--- config.mk ---
export PLATFORM = sky130hd
export DESIGN_NAME = kf8255_bus_control
export DESIGN_NICKNAME = d
export VERILOG_FILES = /design/src/rtl/kf8255_bus_control.sv
export SDC_FILE = /design/constraint.sdc
export NUM_CORES = 1
export LEC_CHECK = 0
export ABC_AREA = 1
export BUFFER_PORTS_ARGS = -buffer_cell sky130_fd_sc_hd__buf_2
export CAP_MARGIN = 10
export CORE_MARGIN = 4
export CORE_UTILIZATION = 40
export CTS_CLUSTER_SIZE = 12
export DETAILED_ROUTE_END_ITERATION = 12
export PLACE_DENSITY = 0.76
export SETUP_SLACK_MARGIN = 0.2
export SLEW_MARGIN = 5
export SYNTH_ARGS = -nofsm -noshare
export SYNTH_HDL_FRONTEND = slang
export SYNTH_SLANG_ARGS = --single-unit
--- constraint.sdc ---
create_clock -name clock -period 2.15 [get_ports clock]
set_clock_uncertainty 0.1 [all_clocks]
set_input_delay 0.43 -clock clock [delete_from_list [all_inputs] [get_ports clock]]
set_output_delay 0.43 -clock clock [all_outputs]
set_load 0.02 [all_outputs]
--- src/rtl/kf8255_bus_control.sv ---
// kf8255_bus_control: CPU bus front end of the KF8255 PPI (write strobes, read selects, mode registers).
// Optional 2-flop bus synchronizer enabled by defining KF8255_BUS_SYNC_EN.
module kf8255_bus_control (
    input  logic       clock,
    input  logic       reset_n,
    input  logic       chip_select_n,
    input  logic       read_enable_n,
    input  logic       write_enable_n,
    input  logic [1:0] address,
    input  logic [7:0] data_bus_in,
    output logic [7:0] internal_data_bus,
    output logic       write_port_a,
    output logic       write_port_b,
    output logic       write_port_c,
    output logic       write_port_c_bit_set,
    output logic       update_group_a_mode,
    output logic       update_group_b_mode,
    output logic       read_port_a,
    output logic       read_port_b,
    output logic       read_port_c,
    output logic [1:0] group_a_mode_reg,
    output logic [1:0] group_b_mode_reg,
    output logic       group_a_port_a_io_reg,
    output logic       group_a_port_c_io_reg,
    output logic       group_b_port_b_io_reg,
    output logic       group_b_port_c_io_reg
);
    logic       s_cs_n, s_rd_n, s_we_n;
    logic [1:0] s_addr;
    logic [7:0] s_data;
    logic       prev_we_n, cs_seen, done;
    logic [1:0] addr_latch;
    logic [7:0] data_latch;

`ifdef KF8255_BUS_SYNC_EN
    // data is delayed alongside the controls so the capture sees an aligned sample
    logic [2:0] ctl_1, ctl_2;
    logic [1:0] addr_1, addr_2;
    logic [7:0] data_1, data_2;
    always_ff @(posedge clock or negedge reset_n) begin
        if (!reset_n) begin
            ctl_1  <= 3'b111;
            ctl_2  <= 3'b111;
            addr_1 <= 2'b00;
            addr_2 <= 2'b00;
            data_1 <= 8'h00;
            data_2 <= 8'h00;
        end else begin
            ctl_1  <= {chip_select_n, read_enable_n, write_enable_n};
            ctl_2  <= ctl_1;
            addr_1 <= address;
            addr_2 <= addr_1;
            data_1 <= data_bus_in;
            data_2 <= data_1;
        end
    end
    assign {s_cs_n, s_rd_n, s_we_n} = ctl_2;
    assign s_addr = addr_2;
    assign s_data = data_2;
`else
    assign {s_cs_n, s_rd_n, s_we_n} = {chip_select_n, read_enable_n, write_enable_n};
    assign s_addr = address;
    assign s_data = data_bus_in;
`endif

    assign done = ~prev_we_n & s_we_n & cs_seen;

    always_ff @(posedge clock or negedge reset_n) begin
        if (!reset_n) begin
            prev_we_n             <= 1'b1;
            cs_seen               <= 1'b0;
            addr_latch            <= 2'b00;
            data_latch            <= 8'h00;
            internal_data_bus     <= 8'h00;
            write_port_a          <= 1'b0;
            write_port_b          <= 1'b0;
            write_port_c          <= 1'b0;
            write_port_c_bit_set  <= 1'b0;
            update_group_a_mode   <= 1'b0;
            update_group_b_mode   <= 1'b0;
            read_port_a           <= 1'b0;
            read_port_b           <= 1'b0;
            read_port_c           <= 1'b0;
            group_a_mode_reg      <= 2'b00;
            group_b_mode_reg      <= 2'b00;
            group_a_port_a_io_reg <= 1'b1;
            group_a_port_c_io_reg <= 1'b1;
            group_b_port_b_io_reg <= 1'b1;
            group_b_port_c_io_reg <= 1'b1;
        end else begin
            prev_we_n <= s_we_n;
            if (!s_we_n && !s_cs_n) begin
                data_latch <= s_data;
                addr_latch <= s_addr;
            end
            cs_seen <= done ? 1'b0 : (!s_we_n && !s_cs_n) ? 1'b1 : cs_seen;
            if (done)
                internal_data_bus <= data_latch;
            write_port_a         <= done & (addr_latch == 2'd0);
            write_port_b         <= done & (addr_latch == 2'd1);
            write_port_c         <= done & (addr_latch == 2'd2);
            write_port_c_bit_set <= done & (addr_latch == 2'd3) & ~data_latch[7];
            update_group_a_mode  <= done & (addr_latch == 2'd3) & data_latch[7];
            update_group_b_mode  <= done & (addr_latch == 2'd3) & data_latch[7];
            read_port_a <= ~s_cs_n & ~s_rd_n & s_we_n & (s_addr == 2'd0);
            read_port_b <= ~s_cs_n & ~s_rd_n & s_we_n & (s_addr == 2'd1);
            read_port_c <= ~s_cs_n & ~s_rd_n & s_we_n & (s_addr == 2'd2);
            // mode takes effect on the edge that ends the update strobe
            if (update_group_a_mode) begin
                group_a_mode_reg      <= data_latch[6:5];
                group_a_port_a_io_reg <= data_latch[4];
                group_a_port_c_io_reg <= data_latch[3];
            end
            if (update_group_b_mode) begin
                group_b_mode_reg      <= {1'b0, data_latch[2]};
                group_b_port_b_io_reg <= data_latch[1];
                group_b_port_c_io_reg <= data_latch[0];
            end
        end
    end
endmodule

==> results of run 1 <==
## per-stage QoR
| step | hold slack (ns) | setup WS (ns) | cell area, µm² | std cells | total power, W |
|---|---|---|---|---|---|
| 2_1_floorplan | 0.0344 | 0.937 | 1390 | 140 | 0.00101 |
| 3_3_place_gp | 0.358 | 0.776 | 1590 | 218 | 0.00113 |
| 3_5_place_dp | 0.355 | 0.722 | 1590 | 218 | 0.00113 |
| 4_1_cts | 0.0391 | 0.400 | 1650 | 226 | 0.00148 |
| 5_1_grt | 0.0827 | 0.313 | 1650 | 226 | 0.00156 |
| 6_report | 0.0266 | 0.406 | 1650 | 226 | 0.00146 |
## where the power goes
part	internal [W]	switching, W	total [W]
Combinational	0.0000977	0.000194	0.000292
Sequential	0.000759	0.0000651	0.000824
Clock	0.000125	0.000222	0.000346
## how the worst max path moves through the flow
stage,start,endpoint,cells after the start
detailed placement,write_enable_n,data_latch[0],5
global placement,write_enable_n,data_latch[2],5
floorplan,update_group_b_mode,update_group_b_mode,1
finish,update_group_b_mode,update_group_b_mode,1
CTS,update_group_b_mode,update_group_b_mode,1
global route,update_group_b_mode,update_group_a_mode,1
## cell type report
cell class | count | area, µm²
timing repair buffer | 38 | 190
multi-input combinational | 84 | 408
sequential | 35 | 882
tap | 46 | 57.6
clock buffer | 5 | 37.5
fill | 343 | 1710
clock inverter | 3 | 20.0
inverter | 15 | 56.3
## metal layers
layer	up-vias	global-route usage
met5	-	0
met4	0	0.0608
met3	6	0.0523
met2	31	0.188
met1	454	0.172
li1	504	-
## cell families (layout without fill, tap and decap cells)
family,count (synthesis),after routing,share of synthesized area
AOI/OAI and AO/OA,11,11,0.0395
other,1,1,0.00269
buffers and inverters,21,61,0.0745
DFF,35,35,0.633
and+or+nand+nor,72,72,0.250
## cell usage in the layout (no fill, tap or decap), types with 5 or more instances in the layout
cell type / Yosys / routed
sky130_fd_sc_hd__inv_1: 13 / 13
sky130_fd_sc_hd__o21ai_0: 7 / 7
sky130_fd_sc_hd__buf_2: 2 / 38
sky130_fd_sc_hd__nor3_2: 5 / 5
sky130_fd_sc_hd__nand3_1: 8 / 8
sky130_fd_sc_hd__clkbuf_4: 0 / 5
sky130_fd_sc_hd__nor2_1: 7 / 7
sky130_fd_sc_hd__dfrtp_1: 30 / 30
sky130_fd_sc_hd__dfstp_2: 5 / 5
sky130_fd_sc_hd__nand2_1: 49 / 49
==> summary by stage, run 1 <==
Route
The first TritonRoute pass finished after 4 iterations. The highest metal layer carrying signal wires in the routed design is met4. The average wire per cell in the routed design is 11.2 µm. The amount of wire on met3 after detailed routing is 220 µm. In the routed layout, each cell is associated on average with a via count of 4.40. Once detail routing completed, the nets flagged for antenna violations numbered 0. The total routed wire length on the met1 layer is 1160 µm. The number of remaining DRC errors is 0. The number of design-rule violations left by the first detailed-router iteration is 28.

Summed over all nets, wire length on met2 after detailed routing comes to 1100 µm. The wire length reported by the detailed router is 2530 µm. The overall via count from detail_route is 995.

Clock network
TritonCTS built the clock tree. Once the clock tree was built, the resizer swapped 0 gates to a different size. Post-CTS timing repair inserted 0 buffers for setup. The CTS root buffer is sky130_fd_sc_hd__clkbuf_4. After clock tree synthesis, the flow added hold-fix buffers numbering 0.

The total number of clock tree sinks is 35. The maximum count of clock buffers along a single path is 2. The number of buffers created by CTS is 5.

The H-tree level count is 2. After clock tree synthesis, the clock-pin slew on the worst setup and hold paths is 0.11 ns. At the later pin of the worst-skew pair, clock insertion delay measures 0.35 ns.

Synthesis
The total number of yosys warnings is 0. For this run, asynchronously set or reset flops after synthesis account for 1.00. The cell with the most instances after synthesis is sky130_fd_sc_hd__nand2_1. The register area share after synthesis is 0.633. The number of flip-flops and latches in the synthesized netlist is 35. Counting distinct cell types in the post-synthesis netlist gives 18. The leading register cell type out of synthesis is sky130_fd_sc_hd__dfrtp_1.

By count the netlist is led by sky130_fd_sc_hd__nand2_1 (49), sky130_fd_sc_hd__dfrtp_1 (30), sky130_fd_sc_hd__inv_1 (13). The number of nets handed over by synthesis was 155. By area the synthesized netlist is led by sky130_fd_sc_hd__dfrtp_1 (54%), sky130_fd_sc_hd__nand2_1 (13%), sky130_fd_sc_hd__dfstp_2 (9.4%), sky130_fd_sc_hd__nor3_2 (3.6%), sky130_fd_sc_hd__inv_1 (3.5%).

The synthesized netlist occupies a cell area of 1390 µm². The average instance in the mapped netlist occupies 9.96 µm². Of the post-synthesis cell area, the dominant cell type holds 0.539.

The biggest area contributor in the post-synthesis netlist is sky130_fd_sc_hd__dfrtp_1. In the synthesized netlist, the number of instances is 140. The count of flip-flops with a built-in enable after synthesis is 0.

Finish
Of the cells placed in the final design, the portion with a size suffix greater than 1 is 0.339. In the final layout, the registers with the most flip-flops are data_latch: 8 flops, internal_data_bus: 8 flops. The antenna diode count is 0. The area added between synthesis and finish is 18.5%. The number of nets in the layout is 194. The fraction of the core area covered by cells at the end of the flow is 0.491.

Flow run
The tool flagged a number of max-cap violations equal to 0.

Setup path
The worst flop-to-flop path startpoint is cs_seen. The critical path endpoint category is an output port. The reg2reg setup slack is 0.96 ns. Together, buffers and inverters on the worst path number 1. Data on the critical path is required at its endpoint by 1.62 ns.

Along the worst path, the maximum fanout reaches 16. The kind of start point of the critical path is a flop. The category of the most critical setup path is flop to output port. Walking the worst path, the cells encountered are buf_2. Data arrives at the worst endpoint at 1.21 ns. The worst flop-to-flop path endpoint is internal_data_bus[6].

The family of cells with the greatest summed delay on the critical path is flip-flops. The worst register-to-register path has a depth of 3. On the critical path, the stage with the largest delay is an instance of sky130_fd_sc_hd__dfrtp_1. The delay of the slowest critical-path stage is 0.62 ns.

Floorplanning
The overall die area is 4490 µm². The starting density of the core is 0.414. From left edge to right edge, the die measures 67.0 µm. The top-level I/O count is 40. The vertical die dimension is 67.0 µm. In this run the core area contains 21 standard-cell rows. The core area is 3360 µm².

STA
The remaining max-slew budget at the tightest pin is 0.519. The minimum clock period is 1.74 ns. The setup violation total in the final timing report is 0. The final-report max-slew violation count is 0. The summed negative setup slack over all endpoints is 0 ns. Setup repair after global routing left no endpoint under its margin. Static timing analysis puts the maximum clock frequency at 573 MHz.

The final-report hold violation count was 0. At the pin with the least slew margin, the transition time is 0.722 ns. In the finished design, the share of the clock period the worst path needs comes to 0.811.

Placed design
The placer congestion estimate is 0.743. After legalization and detailed placement, the total HPWL measured 1880 µm. Input and output buffers added on the ports amount to 38.

Power and ir drop
Across the VDD grid, the largest voltage drop is 445 µV. Dividing total power by cell area gives a power density of 885 nW/µm². The leakage power summed over all cells is 0.886 nW.

Global route
The number of antenna violations at the first check in global routing is 0. Across every metal layer, demand over resource in global routing totals 0.131. Entering global routing, the biggest net connects 36 pins. Summed over all layers, the global routing overflow is 0.

The first global-routing pass estimated 4260 µm of wire. The number of global-route vias before repair is 932.

Worst hold path
The worst min-delay path class is input port to asynchronous set/reset pin.

Run status
The flow ran to the end, and the final reports show no timing, DRC or antenna violations.
Power figures use the tool's default switching activity.
==> run 2, diff against run 1 <==
--- a/config.mk
+++ b/config.mk
@@ -12,7 +12,7 @@
 export CORE_UTILIZATION = 40
 export CTS_CLUSTER_SIZE = 12
 export DETAILED_ROUTE_END_ITERATION = 12
-export PLACE_DENSITY = 0.76
+export PLACE_DENSITY = 0.79
 export SETUP_SLACK_MARGIN = 0.2
 export SLEW_MARGIN = 5
 export SYNTH_ARGS = -nofsm -noshare
==> constraint.sdc (replaced) <==
create_clock -name clock -period 1.5 [get_ports clock]
set_clock_uncertainty 0.1 [all_clocks]
set_input_delay 0.3 -clock clock [delete_from_list [all_inputs] [get_ports clock]]
set_output_delay 0.3 -clock clock [all_outputs]
set_load 0.02 [all_outputs]
==> run 2 against run 1 <==
  * Global-route usage grew 1.1 points
  * Sequential share of layout area decreased by 7.6 points
  * Via count up 11%
  * Total power is 65% higher
  * First-iteration DRC count grew 140%
  * Wire length grew 22%
  * Register-to-register slack got worse by 0.77 ns
  * Combinational power grew 120%
  * Critical endpoint is now group_b_port_c_io_reg
  * Largest power group unchanged
  * Highest routed layer unchanged
==> summary by stage, run 2 (synthesized netlist as in run 1, its figures left out) <==
Finish
The most common library cell in the layout ignoring fill and taps is sky130_fd_sc_hd__nand2_1. The number of nets in the layout came to 211 (+8.8%). The proportion of layout cells with a drive suffix above 1 was 0.396 (+0.0571). The filler cell count in the final layout is 309 (-9.9%). The top cell types in the final layout, fill and taps aside, are sky130_fd_sc_hd__nand2_1 (49), sky130_fd_sc_hd__dfrtp_1 (29), sky130_fd_sc_hd__buf_6 (21).

The area used by sequential logic in the layout is 883 µm² (+0.14%). In the final layout, the registers with the most flip-flops are data_latch: 8 flops, internal_data_bus: 8 flops. The area added between synthesis and finish is 38.4%. The antenna diode count came to 0 (unchanged). The multi-input combinational cell area is 408 µm² (unchanged). The post-route cell area is 1930 µm² (+17%).

Route
The average wire per cell in the routed design was 12.8 µm (+14%). The number of remaining DRC errors came to 0 (unchanged). The wire length reported by the detailed router came to 3100 µm (+22%). The overall via count from detail_route came to 1104 (+11%). The number of detailed-routing iterations run before antenna repair is 4 (unchanged). The via density per instance is 4.54 (+3.2%). The number of design-rule violations left by the first detailed-router iteration is 67 (+140%). The number of nets with antenna violations after routing is 0 (unchanged).

Power and ir drop
The leakage power summed over all cells is 1.00 nW (+13%). The worst ir drop on vdd is 478 µV (+7.4%). The ratio of total power to cell area is 1250 nW/µm² (+41%).

Placed design
The placed instance area came to 1620 µm² (+1.9%). The port buffer count is 38 (unchanged). The placer congestion estimate is 0.862 (+16%). The HPWL after detailed placement was 2020 µm (+7.6%).

Floorplanning
The placement row count came to 21 (unchanged). The vertical die dimension is 67.0 µm (unchanged). The width of the die came to 67.0 µm (unchanged). The top-level I/O count is 40 (unchanged). The starting density of the core came to 0.414 (unchanged). The overall die area was 4490 µm² (unchanged). The core area is 3360 µm² (unchanged).

Setup path
The critical path endpoint category is an output port. The reg2reg setup slack is 0.19 ns (-0.77 ns). The library cell contributing the largest single delay on the critical path is sky130_fd_sc_hd__dfstp_2. The number of buffers and inverters on the critical path came to 1 (unchanged). The required time of the critical path came to 1.10 ns (-0.52 ns). The data arrival time of the worst path is 1.02 ns (-0.19 ns). The delay of the slowest critical-path stage came to 0.56 ns (-0.06 ns).

By startpoint and endpoint, the worst setup path is classified as flop to output port. Walking the worst path, the cells encountered are buf_6. The kind of start point of the critical path is a flop. The maximum fanout along the worst path is 2 (-14). The family of cells with the greatest summed delay on the critical path is flip-flops.

Clock network
The total number of clock tree sinks came to 35 (unchanged). The clock transition at the register clock pins on the worst setup and hold paths after CTS is 0.11 ns (about the same). The TritonCTS clock tree is built. The H-tree level count came to 2 (unchanged). The maximum count of clock buffers along a single path is 2 (unchanged). The number of buffers created by CTS is 5 (unchanged). The worst-skew pair later-pin latency is 0.34 ns (about the same).

The tree is rooted in a sky130_fd_sc_hd__clkbuf_4.

STA
The worst path needs 1.42 ns of the cycle, external delays included. Of the available clock period, the critical path in the final layout requires 0.949. The final-report hold violation count is 0 (unchanged).

The setup violation total in the final timing report came to 0 (unchanged). Setup repair after global routing could not meet its margin everywhere. The final-report max-slew violation count came to 0 (unchanged). The summed negative setup slack over all endpoints is 0 ns (unchanged).

The minimum hold slack came to 0.0397 ns (+0.0132 ns). Derived from the worst setup path, the maximum achievable clock frequency is 703 MHz.

Run status
The flow ran to the end, and the final reports show no timing, DRC or antenna violations.

Global route
The global-route usage over all layers is 0.142 (+0.0113). The wire length of the first global-routing pass is 4600 µm (+8.1%). The sum of overflow across all layers after global routing came to 0 (unchanged).

The number of antenna violations at the first check in global routing came to 0 (unchanged). The largest net degree at the start of global routing is 36 (unchanged). The number of global-route vias before repair is 1053 (+13%).

Worst hold path
The worst min-delay path class is input port to flop.

Flow run
The max capacitance violation total is 0 (unchanged).
-- run 2: worst paths after layout --
kind,startpoint,to,cells past startpoint
worst max-delay path,group_b_port_c_io_reg,group_b_port_c_io_reg,1
worst min-delay path,write_enable_n,prev_we_n,1
worst max register to register,update_group_b_mode,group_b_port_c_io_reg,4
worst min register to register,data_latch[7],write_port_c_bit_set,1
max in group asynchronous,reset_n,prev_we_n,3
min in group asynchronous,reset_n,data_latch[2],3
-- run 2: report_power, final --
group | leakage (nW) | switching (W) | internal, W
registers | 0.440 | 0.000105 | 0.00109
logic | 0.526 | 0.000317 | 0.000323
clock network | 0.0375 | 0.000308 | 0.000274
-- run 2: cell type report --
class                   instances  area share
multi-input cells              84       0.211
flip-flops and latches         35       0.458
inverters                      15      0.0292
clock inverters                 1     0.00389
well taps                      46      0.0298
repair buffers                 55       0.234
clock buffers                   7      0.0337
-- run 2: stage by stage --
step / power (W) / cells / utilization / worst slack, ns
after global routing: 0.00254 / 243 / 0.574 / 0.0364
after floorplan: 0.00145 / 140 / - / 0.408
final: 0.00242 / 243 / 0.574 / 0.0770
after detailed placement: 0.00163 / 222 / 0.483 / 0.284
after CTS: 0.00229 / 237 / 0.534 / 0.0631
after global placement: 0.00162 / 222 / 0.483 / 0.351
-- run 2: routing by layer --
metal	vias to the layer above	wire (µm)	GRT usage
li1	541	-	-
met1	516	1250	0.161
met2	39	1630	0.231
met3	8	160	0.0556
met4	0	52	0.0709
met5	-	0	0
-- run 2: what timing repair did --
item,CTS,global route
resized for setup,14,29
setup buffers,6,6
setup endpoints to repair,12,21
gates cloned,0,0
hold buffers,1,0
endpoints found under the hold margin,30,0
==> run 3, diff against run 2 <==
--- a/config.mk
+++ b/config.mk
@@ -12,6 +12,7 @@
 export CORE_UTILIZATION = 40
 export CTS_CLUSTER_SIZE = 12
 export DETAILED_ROUTE_END_ITERATION = 12
+export GPL_TIMING_DRIVEN = 1
 export PLACE_DENSITY = 0.79
 export SETUP_SLACK_MARGIN = 0.2
 export SLEW_MARGIN = 5
==> constraint.sdc (replaced) <==
create_clock -name clock -period 1.5 [get_ports clock]
set_clock_uncertainty 0.1 [all_clocks]
set_input_delay 0.3 -clock clock [delete_from_list [all_inputs] [get_ports clock]]
set_output_delay 0.3 -clock clock [all_outputs]
set_load 0.01 [all_outputs]
==> run 3 against run 2 <==
  * Global-route usage down 0.96 points
  * Clock power fell by 11%
  * Critical path depth unchanged
  * Register-to-register slack improved by 0.20 ns
  * Utilization shrank 4.9 points
  * Sequential share of layout area up 4.3 points
  * Hold slack improved by 0.0068 ns
  * Flip-flop and latch count did not move
  * Die area stayed put
  * Largest cell class unchanged
  * Cell count fell by 3.3%
==> summary by stage, run 3 (synthesized netlist as in run 1, its figures left out) <==
Power and ir drop
The leakage power summed over all cells is 0.943 nW (-6.1%). The ratio of total power to cell area is 1190 nW/µm² (-4.8%). The worst ir drop on vdd was 485 µV (+1.5%). The total power after layout is 0.00210 W (-13%).

Placed design
The post-placement worst setup slack is 0.292 ns (+0.00806 ns). The HPWL after detailed placement is 1950 µm (-3.6%). The port buffer count is 38 (unchanged). The placer congestion estimate is 0.841 (-2.5%). The count of placed standard cells including taps came to 222 (unchanged).

Floorplanning
The top-level I/O count is 40 (unchanged). The placement row count is 21 (unchanged). The vertical die dimension is 67.0 µm (unchanged). The starting density of the core is 0.414 (unchanged). The overall die area is 4490 µm² (unchanged). The width of the die is 67.0 µm (unchanged). The core area is 3360 µm² (unchanged).

Worst hold path
The worst min-delay path class is input port to flop. The startpoint of the lowest-slack hold path is write_enable_n. For hold timing, the worst endpoint is prev_we_n. The number of instances on the worst hold path is 1 (unchanged).

Flow run
The max capacitance violation total is 0 (unchanged).

Finish
The library cells used most frequently in the layout, excluding fill and tap cells, are sky130_fd_sc_hd__nand2_1 (49), sky130_fd_sc_hd__buf_2 (32), sky130_fd_sc_hd__dfrtp_1 (29). The number of nets in the layout is 203 (-3.8%). Leaving out fill and tap cells, the most frequent cell in the layout is sky130_fd_sc_hd__nand2_1. The largest registers in the layout are data_latch: 8 flops, internal_data_bus: 8 flops. Relative to the synthesized area, the layout overhead comes to 26.5%. The antenna diode count is 0 (unchanged).

The multi-input combinational cell area is 408 µm² (unchanged). The filler cell count in the final layout came to 308 (-0.32%). The proportion of layout cells with a drive suffix above 1 is 0.365 (-0.0309). The area used by sequential logic in the layout is 883 µm² (unchanged). The non-filler instance count after layout was 235 (-3.3%).

Setup path
The cell count of the worst reg-to-reg path is 4 (unchanged). The library cell contributing the largest single delay on the critical path is sky130_fd_sc_hd__dfstp_2. The number of buffers and inverters on the critical path is 1 (unchanged). The reg2reg setup slack came to 0.39 ns (+0.20 ns). On the critical path the largest part of the delay comes from flip-flops. In this run the critical register-to-register path is captured at group_a_mode_reg[0]. The maximum fanout along the worst path is 2 (unchanged). By startpoint and endpoint, the worst setup path is classified as flop to output port. The critical path endpoint category is an output port. The required time of the critical path is 1.10 ns (about the same). The data arrival time of the worst path was 0.98 ns (-0.04 ns). The delay of the slowest critical-path stage is 0.56 ns (about the same). The worst setup path is launched from a flop. The worst flop-to-flop path startpoint is update_group_b_mode. The signal on the critical path passes through buf_6.

STA
The final-report max-slew violation count is 0 (unchanged). Setup repair after global routing could not meet its margin everywhere. The summed negative setup slack over all endpoints came to 0 ns (unchanged). The setup violation total in the final timing report is 0 (unchanged).

The final-report hold violation count is 0 (unchanged). The minimum clock period is 1.38 ns (-0.0384 ns). The maximum frequency from static timing analysis is 722 MHz (+2.8%). The slack of the critical path was 0.115 ns (+0.0384 ns). The final worst-path cycle share is 0.923 (-0.0256).

Global route
The sum of overflow across all layers after global routing is 0 (unchanged). The global-route usage over all layers is 0.133 (-0.00961). The wire length of the first global-routing pass came to 4210 µm (-8.5%).

The number of antenna violations at the first check in global routing is 0 (unchanged). The largest net degree at the start of global routing is 36 (unchanged). The number of global-route vias before repair is 936 (-11%).

Clock network
The TritonCTS clock tree is built. The number of buffers created by CTS is 5 (unchanged). The CTS root buffer is sky130_fd_sc_hd__clkbuf_4. The maximum count of clock buffers along a single path is 2 (unchanged). The total number of clock tree sinks is 35 (unchanged). The H-tree level count is 2 (unchanged).

The worst-skew pair later-pin latency is 0.33 ns (about the same). The clock transition at the register clock pins on the worst setup and hold paths after CTS came to 0.10 ns (about the same).

Route
The average wire per cell in the routed design came to 11.2 µm (-12%). The number of nets with antenna violations after routing came to 0 (unchanged). The number of remaining DRC errors came to 0 (unchanged).

The number of design-rule violations left by the first detailed-router iteration is 40 (-40%). The number of detailed-routing iterations run before antenna repair came to 4 (unchanged). The total routed wire length on the met1 layer is 1140 µm (-8.7%).

The overall via count from detail_route came to 1016 (-8.0%). The via density per instance is 4.32 (-4.8%). The met2 wirelength from detailed routing is 1300 µm (-21%). The amount of wire on met3 after detailed routing came to 148 µm (-7.5%). The uppermost signal routing layer after detailed routing is met4.

The wire length reported by the detailed router came to 2640 µm (-15%).

Run status
The flow ran to the end, and the final reports show no timing, DRC or antenna violations.
[run 3: repair_timing]
action / 4_1_cts / 5_1_grt
endpoints found under the hold margin: 30 / 0
endpoints found under the setup margin: 6 / 12
gates cloned: 0 / 0
hold buffers: 1 / 0
gates resized for setup: 7 / 0
buffers inserted: 1 / 3
[run 3: through the flow]
stage / instance area [µm²] / utilization / hold slack, ns
finish: 1760 / 0.524 / 0.0465
detailed placement: 1620 / 0.483 / 0.252
global route: 1760 / 0.524 / 0.0199
CTS: 1740 / 0.517 / 0.0295
global placement: 1620 / 0.483 / 0.246
floorplan: 1390 / - / -0.0956
[run 3: how the worst max path moves through the flow]
stage | from | end | slack [ns] | cells after the start
3_3_place_gp | write_enable_n | data_latch[6] | 0.35 | 5
6_report | group_a_port_a_io_reg | group_a_port_a_io_reg | 0.12 | 1
5_1_grt | group_a_port_a_io_reg | group_a_port_a_io_reg | 0.07 | 1
2_1_floorplan | prev_we_n | internal_data_bus[0] | 0.41 | 5
3_5_place_dp | write_enable_n | data_latch[3] | 0.29 | 5
4_1_cts | group_a_port_a_io_reg | group_a_port_a_io_reg | 0.10 | 1
[run 3: power breakdown]
part / switching [W] / internal (W) / total [W] / leakage, nW
Sequential: 0.0000817 / 0.00109 / 0.00117 / 0.440
Combinational: 0.000223 / 0.000192 / 0.000415 / 0.468
Clock: 0.000290 / 0.000227 / 0.000517 / 0.0353
[run 3: cell type report]
| cell class | count | share of cell area |
|---|---|---|
| clock inverter | 1 | 0.00284 |
| timing repair buffer | 47 | 0.169 |
| inverter | 15 | 0.0319 |
| multi-input combinational | 84 | 0.231 |
| clock buffer | 7 | 0.0312 |
| tap | 46 | 0.0326 |
| sequential | 35 | 0.501 |
[run 3: routing by layer]
layer / vias up / global-route usage
met5: - / 0
met4: 0 / 0.0835
met3: 5 / 0.0405
met2: 26 / 0.200
met1: 461 / 0.164
li1: 524 / -
